==> config.mk <==
export PLATFORM = sky130hd
export DESIGN_NAME = envelope_gen_flat
export DESIGN_NICKNAME = d
export VERILOG_FILES = /design/src/rtl/envelope_gen_if.sv /design/src/rtl/envelope_gen.sv /design/src/flat_wrapper.sv
export SDC_FILE = /design/constraint.sdc
export NUM_CORES = 1
export LEC_CHECK = 0
export BUFFER_PORTS_ARGS = -buffer_cell sky130_fd_sc_hd__buf_2
export CORE_ASPECT_RATIO = 1.4
export CORE_MARGIN = 2
export CORE_UTILIZATION = 30
export CTS_CLUSTER_DIAMETER = 100
export DETAILED_ROUTE_END_ITERATION = 6
export GPL_ROUTABILITY_DRIVEN = 0
export PLACE_DENSITY = 0.58
export SLEW_MARGIN = 20
export SYNTH_ARGS = -nofsm -noshare
export SYNTH_HDL_FRONTEND = slang
export SYNTH_SLANG_ARGS = --single-unit
==> constraint.sdc <==
create_clock -name clk -period 9.88 [get_ports clk]
set_input_delay 0 -clock clk [delete_from_list [all_inputs] [get_ports clk]]
set_output_delay 0 -clock clk [all_outputs]
set_load 0.1 [all_outputs]
==> src/rtl/envelope_gen_if.sv <==
// Control/status bundle for the ADSR envelope generator.
// master = upstream sequencer, slave = envelope_gen.
interface envelope_gen_if;
  logic       tick;
  logic       gate;
  logic [3:0] attack_rate;
  logic [3:0] decay_rate;
  logic [7:0] sustain_level;
  logic [3:0] release_rate;
  logic [7:0] env;
  logic [2:0] stage;
  logic       active;
  logic       done;

  modport master (
    output tick, gate, attack_rate, decay_rate, sustain_level, release_rate,
    input  env, stage, active, done
  );

  modport slave (
    input  tick, gate, attack_rate, decay_rate, sustain_level, release_rate,
    output env, stage, active, done
  );
endinterface

==> src/rtl/envelope_gen.sv <==
// ADSR envelope generator: stage/amplitude advance once per tick strobe,
// with gate rising edges between ticks latched as a pending retrigger.
module envelope_gen (
  input  logic           clk,
  input  logic           nrst,
  envelope_gen_if.slave  bus
);
  typedef enum logic [2:0] {
    IDLE    = 3'd0,
    ATTACK  = 3'd1,
    DECAY   = 3'd2,
    SUSTAIN = 3'd3,
    RELEASE = 3'd4
  } stage_e;

  stage_e      state_q, state_d;
  logic [7:0]  env_q, env_d;
  logic        done_q, done_d;
  logic        gate_q, pend_q;
  logic        rise;
  logic        legal;
  logic [8:0]  a_sum;
  logic signed [9:0] d_diff, r_diff, sus_s;

  assign rise   = bus.gate & ~gate_q;
  assign legal  = (state_q == IDLE) || (state_q == ATTACK) || (state_q == DECAY) ||
                  (state_q == SUSTAIN) || (state_q == RELEASE);
  // Wide signed intermediates so env - step can go negative without wrapping.
  assign a_sum  = {1'b0, env_q} + {5'd0, bus.attack_rate} + 9'd1;
  assign d_diff = $signed({2'b00, env_q}) - $signed({6'd0, bus.decay_rate}) - 10'sd1;
  assign r_diff = $signed({2'b00, env_q}) - $signed({6'd0, bus.release_rate}) - 10'sd1;
  assign sus_s  = $signed({2'b00, bus.sustain_level});

  always_comb begin
    state_d = state_q;
    env_d   = env_q;
    done_d  = 1'b0;
    if (bus.tick) begin
      if (!legal) begin
        state_d = IDLE;
        env_d   = 8'd0;
      end else if (pend_q || rise) begin
        state_d = ATTACK;
      end else if (!bus.gate && (state_q == ATTACK || state_q == DECAY || state_q == SUSTAIN)) begin
        state_d = RELEASE;
      end else begin
        case (state_q)
          IDLE: begin
            if (bus.gate) state_d = ATTACK;
            else          env_d   = 8'd0;
          end
          ATTACK: begin
            if (a_sum >= 9'd255) begin
              env_d   = 8'd255;
              state_d = DECAY;
            end else begin
              env_d   = a_sum[7:0];
            end
          end
          DECAY: begin
            if (d_diff <= sus_s) begin
              env_d   = bus.sustain_level;
              state_d = SUSTAIN;
            end else begin
              env_d   = d_diff[7:0];
            end
          end
          SUSTAIN: env_d = bus.sustain_level;
          RELEASE: begin
            if (bus.gate) begin
              state_d = ATTACK;
            end else if (r_diff <= 10'sd0) begin
              env_d   = 8'd0;
              state_d = IDLE;
              done_d  = 1'b1;
            end else begin
              env_d   = r_diff[7:0];
            end
          end
          default: begin
            state_d = IDLE;
            env_d   = 8'd0;
          end
        endcase
      end
    end
  end

  always_ff @(posedge clk or negedge nrst) begin
    if (!nrst) begin
      state_q <= IDLE;
      env_q   <= 8'd0;
      done_q  <= 1'b0;
      gate_q  <= 1'b0;
      pend_q  <= 1'b0;
    end else begin
      state_q <= state_d;
      env_q   <= env_d;
      done_q  <= done_d;
      gate_q  <= bus.gate;
      // A tick always consumes the pending retrigger, including a coincident edge.
      pend_q  <= bus.tick ? 1'b0 : (pend_q | rise);
    end
  end

  assign bus.env    = env_q;
  assign bus.stage  = state_q;
  assign bus.active = (state_q != IDLE);
  assign bus.done   = done_q;
endmodule
==> src/flat_wrapper.sv <==
// flat-port wrapper written by rule: the top's interface ports become plain ports
module envelope_gen_flat 
  (clk, nrst, bus_tick, bus_gate, bus_attack_rate, bus_decay_rate, bus_sustain_level, bus_release_rate, bus_env, bus_stage, bus_active, bus_done);
  envelope_gen_if bus_i ();
  input  logic clk;
  input  logic nrst;
  input wire logic [$bits(bus_i.tick)-1:0] bus_tick;
  input wire logic [$bits(bus_i.gate)-1:0] bus_gate;
  input wire logic [$bits(bus_i.attack_rate)-1:0] bus_attack_rate;
  input wire logic [$bits(bus_i.decay_rate)-1:0] bus_decay_rate;
  input wire logic [$bits(bus_i.sustain_level)-1:0] bus_sustain_level;
  input wire logic [$bits(bus_i.release_rate)-1:0] bus_release_rate;
  output wire logic [$bits(bus_i.env)-1:0] bus_env;
  output wire logic [$bits(bus_i.stage)-1:0] bus_stage;
  output wire logic [$bits(bus_i.active)-1:0] bus_active;
  output wire logic [$bits(bus_i.done)-1:0] bus_done;
  assign bus_i.tick = bus_tick;
  assign bus_i.gate = bus_gate;
  assign bus_i.attack_rate = bus_attack_rate;
  assign bus_i.decay_rate = bus_decay_rate;
  assign bus_i.sustain_level = bus_sustain_level;
  assign bus_i.release_rate = bus_release_rate;
  assign bus_env = bus_i.env;
  assign bus_stage = bus_i.stage;
  assign bus_active = bus_i.active;
  assign bus_done = bus_i.done;
  envelope_gen u_core (.clk(clk), .nrst(nrst), .bus(bus_i));
endmodule
### Yosys cells after proc, flatten, opt, wreduce, memory -nomap -nowiden

Index checks and enable logic that the tools add are counted.

| word-level totals | value |
|---|---|
| bits in registers | 14 |
| input bits | 24 |
| logic and storage cells | 69 |

| cells by class | value |
|---|---|
| $add $sub $neg | 6 |
| magnitude comparators | 3 |
| equality and inequality tests | 13 |
| multiplexer cells | 26 |
| bitwise gates (word level) | 3 |
| reduce and logical (&&, ||, !) cells | 13 |

Operators with widths:

| kind | count |
|---|---|
| 8-bit 2-to-1 mux | 8 |
| 8-bit one-hot mux with 5 select lines | 1 |
| 3-bit 2-to-1 mux | 8 |
| 10-bit by 2-bit subtractor with 10-bit output, second input constant | 2 |
| 8-bit by 4-bit subtractor with 9-bit output | 2 |
| 5-bit inequality test, second input constant | 3 |
| 3-bit one-hot mux with 5 select lines | 1 |
| 10-bit by 1-bit less-or-equal comparator with 1-bit output, second input constant | 1 |
| 10-bit by 9-bit less-or-equal comparator with 1-bit output | 1 |
| 8-bit by 4-bit adder with 9-bit output | 1 |
| 9-bit by 1-bit adder with 9-bit output, second input constant | 1 |
| 9-bit by 8-bit greater-or-equal comparator with 1-bit output, second input constant | 1 |
| 1-bit 2-to-1 mux | 8 |
| 1-bit logical OR | 7 |
| 3-bit by 2-bit equality test with 1-bit output, second input constant | 2 |
| 3-bit inequality test, second input constant | 2 |
| 6-bit inequality test, second input constant | 1 |
| 6-bit AND reduction | 1 |
| 5-bit AND reduction | 1 |
| 2-bit inequality test, second input constant | 2 |
| 4-bit inequality test, second input constant | 1 |
| 3-bit by 1-bit equality test with 1-bit output, second input constant | 1 |
| 3-bit equality test, second input constant | 1 |
| 3-bit logical NOT | 1 |
| other kinds (6) | 6 |

### Logic depth before layout (Yosys ltp)

Gate-level depths: netlist of the first run.

| logic depth | value |
|---|---|
| word-level depth | 10 |
| depth in mapped cells | 17 |
| mapped depth without buffers | 17 |

### Least setup slack after synthesis of the first run

Ideal clock, no wire load.

| timing path | value |
|---|---|
| kind | reg2reg |
| from | register u_core.env_q[0] (netlist: u_core.bus.env[0]) |
| to | register u_core.env_q[4] (netlist: u_core.bus.env[4]) |
| library setup time | 0.082 ns |
| arrival time | 4.269 ns |
| data required time | 9.798 ns |
| setup slack | 5.529 ns |
| stages on the path, launching flop included | 16 |
| buffers on the path | 0 |
| clock period less this slack | 4.351 ns |
| cell sequence | dfrtp_1 -> inv_1 -> ha_1 -> fa_1 -> and2b_1 -> o21ai_0 -> a21oi_2 -> nor3b_2 -> xnor2_1 -> ha_1 -> a211o_1 -> a211o_1 -> a32o_2 -> nand2_4 -> mux2_4 -> a31oi_1 |

| on the way | value |
|---|---|
| longest elaborated chain between the ends | 9 |
| elaborated cells on any way between the ends | 17 |

Ends and longest elaborated chain:

| what | line | source |
|---|---|---|
| start, declared | envelope_gen.sv:17 | `logic [7:0] env_q, env_d;` |
| start signal, assigned | envelope_gen.sv:98 | `env_q <= env_d;` |
| 8-bit by 4-bit subtractor with 9-bit output | envelope_gen.sv:31 | `assign r_diff = $signed({2'b00, env_q}) - $signed({6'd0, bus.release_rate}) - 10'sd1;` |
| 10-bit by 2-bit subtractor with 10-bit output | envelope_gen.sv:31 |  |
| 10-bit by 1-bit less-or-equal comparator with 1-bit output | envelope_gen.sv:72 | `end else if (r_diff <= 10'sd0) begin` |
| 8-bit 2-to-1 mux | envelope_gen.sv:72 |  |
| 8-bit 2-to-1 mux | envelope_gen.sv:70 | `if (bus.gate) begin` |
| 8-bit one-hot mux with 5 select lines * | envelope_gen.sv:47 | `case (state_q)` |
| 8-bit 2-to-1 mux * | envelope_gen.sv:44 | `end else if (!bus.gate && (state_q == ATTACK \|\| state_q == DECAY \|\| state_q == SUSTAIN)) begin` |
| 8-bit 2-to-1 mux * | envelope_gen.sv:42 | `end else if (pend_q \|\| rise) begin` |
| 8-bit 2-to-1 mux * | envelope_gen.sv:39 | `if (!legal) begin` |

Every way passes the cells marked *; elsewhere a longest branch is shown, timed or not. The select of a mux whose other input is x is not followed.
A chain may end at the register's enable or synchronous reset.

### Worst setup path in the final report of the first run

| timing path | value |
|---|---|
| from | register u_core.env_q[1] (netlist: u_core.bus.env[1]) |
| to | register u_core.env_q[4] (netlist: u_core.bus.env[4]) |

Same word-level chain as after synthesis.

==> results of run 1 <==
[registers in the layout, indices dropped and copies added (netlist names)]
register          count
u_core.pend_q         1
u_core.bus.done       1
u_core.bus.env        8
u_core.bus.stage      3
u_core.gate_q         1
[power breakdown]
group,total [mW],internal [mW],leakage [nW],switching (mW)
Clock,0.0851,0.0614,0.0442,0.0237
Combinational,0.685,0.244,1.04,0.441
Sequential,0.115,0.0714,0.186,0.0433
[worst max-delay path, delay by kind of cell, from the launching register on]
kind / cells / cell delay (ps)
AO/OA/AOI/OAI: 6 / 1110
XOR/XNOR: 1 / 80
adder cells (fa/ha/maj): 2 / 800
buffers and inverters: 1 / 170
flip-flops: 1 / 510
multiplexers: 1 / 320
AND/OR/NAND/NOR: 5 / 1000
[kinds of logic after synthesis]
| family | count (synthesis) | synth area share, % |
|---|---|---|
| DFF | 14 | 14.1 |
| xor gates and xnor gates | 24 | 9.54 |
| and+or+nand+nor | 111 | 24.6 |
| muxes | 8 | 3.63 |
| adders and majority gates | 26 | 14.0 |
| buffers and inverters | 39 | 6.21 |
| AOI/OAI and AO/OA | 91 | 27.9 |
[cells in the final DEF, fill, tap and decap left out, types with 3 or more instances in the layout]
cell type      instances
a211o_1                3
a21oi_1               19
a21oi_2                3
a22oi_1                3
a31oi_1                5
and2_1                 6
buf_2                 36
clkbuf_16              3
dfrtp_1               14
dlygate4sd3_1          3
fa_1                   3
ha_1                  23
inv_1                 27
mux2i_1                6
nand2_1               18
nand2b_1               8
nand3_1               10
nand4_1                8
nor2_1                21
nor2b_1                9
nor3_1                 8
nor4_1                 3
o2111a_1               3
o211ai_1               3
o21ai_0               15
o31ai_1                3
or2_2                  3
xnor2_1               18
xor2_1                 4
[layer usage]
| metal | vias up | track usage [%] |
|---|---|---|
| met5 | - | 0 |
| met4 | 0 | 5.76 |
| met3 | 21 | 2.51 |
| met2 | 85 | 31.6 |
| met1 | 1195 | 20.7 |
| li1 | 1220 | - |
[final timing paths]
kind / to / slack (ps) / cells after the start
setup / recovery: u_core.bus.env[4] / 5810 / 16
hold / removal: u_core.bus.env[5] / 100 / 3
setup reg to reg: u_core.bus.env[4] / 5810 / 16
hold reg to reg: u_core.bus.env[0] / 660 / 3
max in group asynchronous: u_core.bus.env[2] / 9420 / 2
min in group asynchronous: u_core.bus.stage[2] / 200 / 2
[timing repair]
item | in CTS | in global routing
buffers inserted | 0 | 0
hold endpoints to repair | 16 | 0
resized for setup | 0 | 0
endpoints found under the setup margin | 0 | 0
hold buffers | 3 | 0
[per-stage QoR]
stage               utilization (%)  cells
global placement               34.0    441
detailed placement             34.0    441
CTS                            35.4    448
finish                         35.4    448
floorplan                         -    313
global route                   35.4    448
[area by class of cell]
class | count | area (um^2) | share of cell area [%]
multi-input cells | 260 | 1980 | 68.9
flip-flops and latches | 14 | 350 | 12.2
repair buffers | 41 | 225 | 7.85
well taps | 102 | 128 | 4.45
inverters | 27 | 101 | 3.53
clock buffers | 4 | 88.8 | 3.10
==> impl_metrics.toml, run 1 <==
[run_status]
outcome = "finished clean"

[clock_network]
clk_pin_slew_worst_paths_ps = 50
cts-buffers-inserted = 3
clock-sinks = 14
cts.htree.levels = 1
clockBufferDepth = 2
cts_root_buf = "clkbuf_16"
cts_tree = "yes"
insertion_delay_ps = 240

[detailed_routing]
first_iter_violations = 147
drc = 0
viasPerCell = 5.63
via_count = 2521
drt-wirelength-per-cell_um = 17.2
met3_length_um = 468
routed-wl-met2_mm = 4.02
dr.max_layer_used = "met4"
antenna_left = 0
wirelength_mm = 7.72
dr.pass1.iters = 4
wl_met1_mm = 3.00

[floorplan]
core-area_mm2 = 0.00810
die_area_mm2 = 0.00902
rows = 39
fp.dieH_um = 112
die_w_um = 80.8
ios = 37
initial_core_util_pct = 30.6

[global_routing]
antenna_found_initial = 0
grtUsageTotal_pct = 17.5
grt_start_max_net_pins = 22
grt_first_pass_wirelength_mm = 12.5
grt_overflow = 0
grt_pass1_vias = 2478

[synth]
synthArstFlopShare_pct = 100
synth_edf_count = 0
ys.flop_type = "dfrtp_1"
synth_commonest_cells = "inv_1, ha_1, nor2_1, a21oi_1"
yosysWarningCount = 0
yosys-top-cells-area = "dfrtp_1, ha_1, xnor2_1"
synth_top_cell_area_share_pct = 14.1
syn_area_per_cell_um2 = 7.92
yosys.area.top_type = "dfrtp_1"
syn_area_mm2 = 0.00248
mappedNetlistNets = 363
ys_seq_area_share_pct = 14.1
synth_most_common_cell = "inv_1"
synth_seq_cells = 14
ys_types = 71
netlist_instances = 313

[hold_path]
hp-start = "bus_sustain_level[5]"
hold_path_class = "primary input to register"

[placement]
dp_hpwl_mm = 6.22
port-buffer-count = 36
dpl_cell_area_mm2 = 0.00275
post-place-ws_ps = 5850

[critical_path]
max_stage_delay_ps = 510
path_common_cell = "a31oi_1"
crit_arrival_ps = 4230
crit_chain = "inv_1 -> fa_1 -> and2b_1 -> o21ai_0 -> a21oi_2 -> nor3b_2 -> and2_1 -> xnor2_1 -> ha_1 -> nand4_1 -> o22ai_1 -> a31oi_1 -> a32o_2 -> nand2_4 -> mux2_4 -> a31oi_1"
critPathMaxFanout = 9
cp.required_ps = 10040
critical-path-slowest-cell = "dfrtp_1"
critPathLaunchType = "register"
critPathLaunch = "u_core.bus.env[1]"
r2r-start = "u_core.bus.env[1]"
end_kind = "register"
worstSetupPathType = "register to register"

[power]
p_leak_nw = 1.27
finalPower_mw = 0.885
pwr_density_cell_mw_per_mm2 = 308
ir_worst_vdd_uv = 417

[timing]
setup_violations = 0
slew_headroom_pct = 44.1
fin_ws_ps = 5810
whs_ps = 95.4
maxSlewViolCount = 0
hold_viol = 0
timing.final.crit_share_pct = 41.2
setup_tns_ps = 0
timing.fmax_ghz = 0.246
rsz0062_at_grt = "false"
worst_pin_slew_ps = 839
skew_ps = 3.84
min_period_ps = 4070

[finish]
final_net_count = 397
num_antenna_cells = 0
fin_area_mm2 = 0.00287
fillers = 890
areaGrowthSynthToFinish_pct = 15.7
drive_gt1_share_pct = 19.4

[run]
maxCapViolations = 0
(Power assumes the default switching activity.)
==> run 2: changes to the inputs <==
==> constraint.sdc (replaced) <==
create_clock -name clk -period 3.95 [get_ports clk]
set_input_delay 0 -clock clk [delete_from_list [all_inputs] [get_ports clk]]
set_output_delay 0 -clock clk [all_outputs]
set_load 0.1 [all_outputs]
==> run 2 against run 1 <==
  * The run now ends with DRC left
  * Sequential power up 120%
  * Flip-flop and latch count stayed put
  * Combinational power rose to 2.8 times the previous value
  * Core utilization up 2.1 points
  * Clock power rose to 2.5 times the previous value
  * Clock skew about the same
  * Non-clock buffer count rose by 12
  * Critical path type unchanged
==> impl_metrics.toml, run 2 (synthesis results as in run 1) <==
[power]
p_sw_mw = 1.32
finalPower_mw = 2.36
switching_share_pct = 55.9
ir_worst_vdd_uv = 662
p_leak_nw = 1.34
seq_power_share_pct = 10.7
combinationalPowerShare_pct = 80.2
p_int_mw = 1.04
pwr_density_cell_mw_per_mm2 = 776
clock_power_share_pct = 9.0

[floorplan]
core-area_mm2 = 0.00810
ios = 37
rows = 39
initial_core_util_pct = 30.6
fp.dieH_um = 112
die_area_mm2 = 0.00902
die_w_um = 80.8

[critical_path]
critPathMaxFanout = 6
cp.required_ps = 4110
crit_arrival_ps = 3950
cp_num_cells = 17
critPathLaunch = "u_core.bus.env[0]"
crit_buf_inv = 1
max_stage_delay_ps = 490
crit_chain = "inv_4 -> ha_4 -> fa_2 -> and2b_1 -> o311a_1 -> a21oi_2 -> nor3b_4 -> and2_4 -> xnor2_1 -> ha_1 -> nand4_1 -> o22ai_1 -> a31oi_1 -> a32o_2 -> nand2_4 -> mux2_4 -> a31oi_4"
reg2reg_slack_ps = 160
rr_endpoint = "u_core.bus.env[4]"
r2r-start = "u_core.bus.env[0]"
critical-path-slowest-cell = "dfrtp_4"
end_kind = "register"
critPathLaunchType = "register"
endpoint = "u_core.bus.env[4]"
rr_worst_depth = 17
worstSetupPathType = "register to register"
critical-path-top-delay-family = "compound AO/OA/AOI/OAI gates"

[detailed_routing]
drc = 1
first_iter_violations = 146
drt-wirelength-per-cell_um = 16.6
viasPerCell = 5.56
dr.pass1.iters = 7
via_count = 2557
antenna_left = 0
wirelength_mm = 7.62

[timing]
setup_tns_ps = 0
hold_viol = 0
timing.final.crit_share_pct = 95.9
slew_headroom_pct = 52.3
skew_ps = 4.06
min_period_ps = 3790
timing.fmax_ghz = 0.264
maxSlewViolCount = 0
worst_pin_slew_ps = 706
setup_violations = 0

[finish]
mostFrequentLayoutCell = "buf_2"
seq_area_um2 = 360
drive_gt1_share_pct = 25.4
fin_area_mm2 = 0.00304
areaGrowthSynthToFinish_pct = 22.6
num_antenna_cells = 0
final_net_count = 409
largest_reg_flops = 8
layout_common_cells = "buf_2, inv_1, ha_1"
stdcell_count = 460
fillers = 882
multi_input_area_mm2 = 0.00203
final_util_pct = 37.5

[global_routing]
grt_pass1_vias = 2613
grtUsageTotal_pct = 17.6
grt_overflow = 0
antenna_found_initial = 0
grt_first_pass_wirelength_mm = 12.7
grt_start_max_net_pins = 20

[clock_network]
clock-sinks = 14
cts_root_buf = "clkbuf_16"
cts_tree = "yes"
insertion_delay_ps = 240
cts-buffers-inserted = 3
clk_pin_slew_worst_paths_ps = 50
clockBufferDepth = 2
cts.htree.levels = 1

[run_status]
violations = "DRC"
outcome = "finished, violations left"

[hold_path]
hold_path_class = "primary input to register"

[run]
maxCapViolations = 0

[placement]
dp.cells = 448
dpl_cell_area_mm2 = 0.00281
port-buffer-count = 36
dp_hpwl_mm = 6.04
[run 2: cell count changes in the layout (fill, tap and decap cells not counted), sizes merged]
cell / before / now
buf: 38 / 50
[run 2: how the worst min path moves through the flow]
stage                               from                   to  depth (start not counted)
floorplan                           nrst      u_core.bus.done                          0
global route        bus_sustain_level[5]    u_core.bus.env[5]                          3
finish              bus_sustain_level[5]    u_core.bus.env[5]                          3
global placement                    nrst  u_core.bus.stage[0]                          1
detailed placement                  nrst  u_core.bus.stage[0]                          1
CTS                 bus_sustain_level[5]    u_core.bus.env[5]                          3
[run 2: area by class of cell]
cell class                      count  share of cell area, %
Timing Repair Buffer               53                   10.8
Inverter                           27                   3.42
Tap cell                          102                   4.20
Sequential cell                    14                   11.9
Clock buffer                        4                   2.92
Multi-Input combinational cell    260                   66.8
[run 2: power groups by stage]
stage                     registers [mW]  logic [mW]  clock network [mW]
after floorplan                    0.472        1.17                   0
after global routing               0.262        2.06               0.220
final                              0.254        1.89               0.213
after global placement             0.250        1.75                   0
after CTS                          0.250        1.78               0.215
after detailed placement           0.250        1.76                   0
[run 2: what timing repair did]
action | in CTS | in global routing
setup buffers | 0 | 5
pin swaps | 0 | 7
endpoints found under the setup margin | 2 | 10
hold buffers | 3 | 0
endpoints found under the hold margin | 16 | 0
gates resized for setup | 2 | 10
[run 2: layer usage]
metal / global-route usage, % / wire length, um
met1: 21.8 / 3060
met2: 30.1 / 3860
met5: 0 / 0
met3: 2.84 / 419
met4: 6.21 / 289
[run 2: metrics by stage]
step	hold slack (ps)	setup WS, ps
after CTS	60.9	49.1
after global routing	68.0	-10.5
after global placement	-84.6	125
after detailed placement	-88.1	-3.23
final	64.5	160
after floorplan	-296	11.3
[run 2: worst reg2reg max path, delay by kind of cell, from the launching register on]
family | cells | cell delay [ps]
simple gates | 5 | 940
buf+inv | 1 | 100
flops | 1 | 490
mux | 1 | 330
fa+ha+maj | 3 | 680
compound gates | 6 | 1100
xor+xnor | 1 | 60
==> run 3: changes to the inputs <==
--- a/config.mk
+++ b/config.mk
@@ -11,8 +11,6 @@
 export CORE_UTILIZATION = 30
 export CTS_CLUSTER_DIAMETER = 100
 export DETAILED_ROUTE_END_ITERATION = 6
-export GPL_ROUTABILITY_DRIVEN = 0
-export PLACE_DENSITY = 0.58
 export SLEW_MARGIN = 20
 export SYNTH_ARGS = -nofsm -noshare
 export SYNTH_HDL_FRONTEND = slang
==> run 3 against run 2 <==
  * The flow now finishes without violations
  * Clock skew down 2.5 ps
  * Sequential share of layout area rose by 0.14 points
  * Highest routed layer unchanged
  * First-iteration DRC count increased by 38%
  * Register-to-register slack got worse by 20 ps
==> impl_metrics.toml, run 3 (synthesis results as in run 1) <==
[critical_path]
end_kind = "register"
cp.required_ps = 4120
crit_arrival_ps = 3970
critical-path-slowest-cell = "dfrtp_4"
path_common_cell = "a211o_1"
critPathLaunchType = "register"
max_stage_delay_ps = 490
critPathMaxFanout = 8
crit_chain = "inv_4 -> ha_4 -> fa_2 -> and2b_1 -> o311a_1 -> a21oi_2 -> nor3b_4 -> xnor2_2 -> ha_1 -> a211o_1 -> a211o_1 -> a32o_2 -> nand2_4 -> mux2_4 -> a31oi_2"
worstSetupPathType = "register to register"

[hold_path]
hold_path_class = "primary input to register"

[finish]
drive_gt1_share_pct = 25.2
fin_area_mm2 = 0.00301
num_antenna_cells = 0
largest_reg_flops = 8
areaGrowthSynthToFinish_pct = 21.2
layout_common_cells = "buf_2, inv_1, nor2_1, ha_1, a21oi_1"
final_util_pct = 37.1
mostFrequentLayoutCell = "buf_2"
final_net_count = 409

[floorplan]
die_w_um = 80.8
core-area_mm2 = 0.00810
ios = 37
die_area_mm2 = 0.00902
initial_core_util_pct = 30.6
rows = 39
fp.dieH_um = 112

[power]
ir_worst_vdd_uv = 676
pwr_density_cell_mw_per_mm2 = 771
combinationalPowerShare_pct = 80.7
p_leak_nw = 1.33
clock_power_share_pct = 8.3
seq_power_share_pct = 11.0
p_sw_mw = 1.31
p_int_mw = 1.01
switching_share_pct = 56.5
finalPower_mw = 2.32

[clock_network]
cts-buffers-inserted = 3
clk_pin_slew_worst_paths_ps = 50
clock-sinks = 14
insertion_delay_ps = 240
cts_root_buf = "clkbuf_16"
cts.htree.levels = 1
clockBufferDepth = 2
cts_tree = "yes"

[run_status]
outcome = "finished clean"

[detailed_routing]
via_count = 2575
wirelength_mm = 7.67
drt-wirelength-per-cell_um = 16.7
drc = 0
viasPerCell = 5.61
antenna_left = 0
first_iter_violations = 202
dr.pass1.iters = 4

[timing]
min_period_ps = 3810
hold_viol = 0
skew_ps = 1.53
maxSlewViolCount = 0
timing.final.crit_share_pct = 96.4
whs_ps = 57.2
timing.fmax_ghz = 0.263
setup_violations = 0
slew_headroom_pct = 52.1
worst_pin_slew_ps = 710

[global_routing]
antenna_found_initial = 0
grt_pass1_vias = 2500
grt_overflow = 0
grtUsageTotal_pct = 17.2
grt_start_max_net_pins = 20
grt_first_pass_wirelength_mm = 12.2

[placement]
gp_congestion = 0.927
port-buffer-count = 36
dpl_cell_area_mm2 = 0.00281
dp_hpwl_mm = 6.06

[run]
maxCapViolations = 0
-- run 3: cell types whose count changed in the layout (fill, tap and decap cells not counted), sizes merged --
cell    change
clkbuf      -1
-- run 3: worst paths after layout --
path                            slack [ps]                 start                   to  cells after the start
worst max-delay path                   140     u_core.bus.env[0]    u_core.bus.env[4]                     15
worst min-delay path                    60  bus_sustain_level[5]    u_core.bus.env[5]                      3
worst max register to register         140     u_core.bus.env[0]    u_core.bus.env[4]                     15
worst min register to register         690         u_core.gate_q        u_core.pend_q                      3
max in group asynchronous             3480                  nrst    u_core.bus.env[1]                      2
min in group asynchronous              190                  nrst  u_core.bus.stage[2]                      2
-- run 3: stage by stage --
stage                     cells  TNS (ps)  setup slack [ps]
after floorplan             313         0              11.3
after global placement      448         0               132
after detailed placement    448     -53.6             -45.7
after CTS                   455         0              19.0
after global routing        459     -7.72             -5.76
final                       459         0               141
-- run 3: power by group through the flow --
stage	logic (mW)	registers, mW	clock network (mW)
detailed placement	1.77	0.253	0
global route	2.03	0.264	0.203
global placement	1.76	0.251	0
CTS	1.80	0.251	0.195
finish	1.87	0.255	0.192
floorplan	1.17	0.472	0
-- run 3: final cells by class --
| cell class | instances | area (um^2) |
|---|---|---|
| Fill cell | 893 | 5090 |
| Multi-Input combinational cell | 260 | 2020 |
| Sequential cell | 14 | 360 |
| Timing Repair Buffer | 53 | 315 |
| Tap cell | 102 | 128 |
| Inverter | 27 | 104 |
| Clock buffer | 3 | 75.1 |
-- run 3: worst max-delay path, delay by kind of cell, from the launching register on --
kind                       cells  cell delay [ps]
AOI/OAI and AO/OA              6             1390
xor gates and xnor gates       1              120
adders and majority gates      3              690
buffers and inverters          1              100
DFF                            1              490
muxes                          1              320
and+or+nand+nor                3              620
-- run 3: timing repair --
action	4_1_cts	5_1_grt
gates resized for setup	2	10
endpoints found under the hold margin	16	0
pin swaps	1	6
setup endpoints to repair	2	8
buffers inserted	1	4
hold buffers	3	0
-- run 3: layer usage --
metal  vias to the layer above  track usage, %  wire (um)
met2                        87            29.3       3840
met3                        21            2.67        388
met1                      1222            21.2       3120
met4                         0            7.01        320
met5                         -               0          0
li1                       1245               -          -
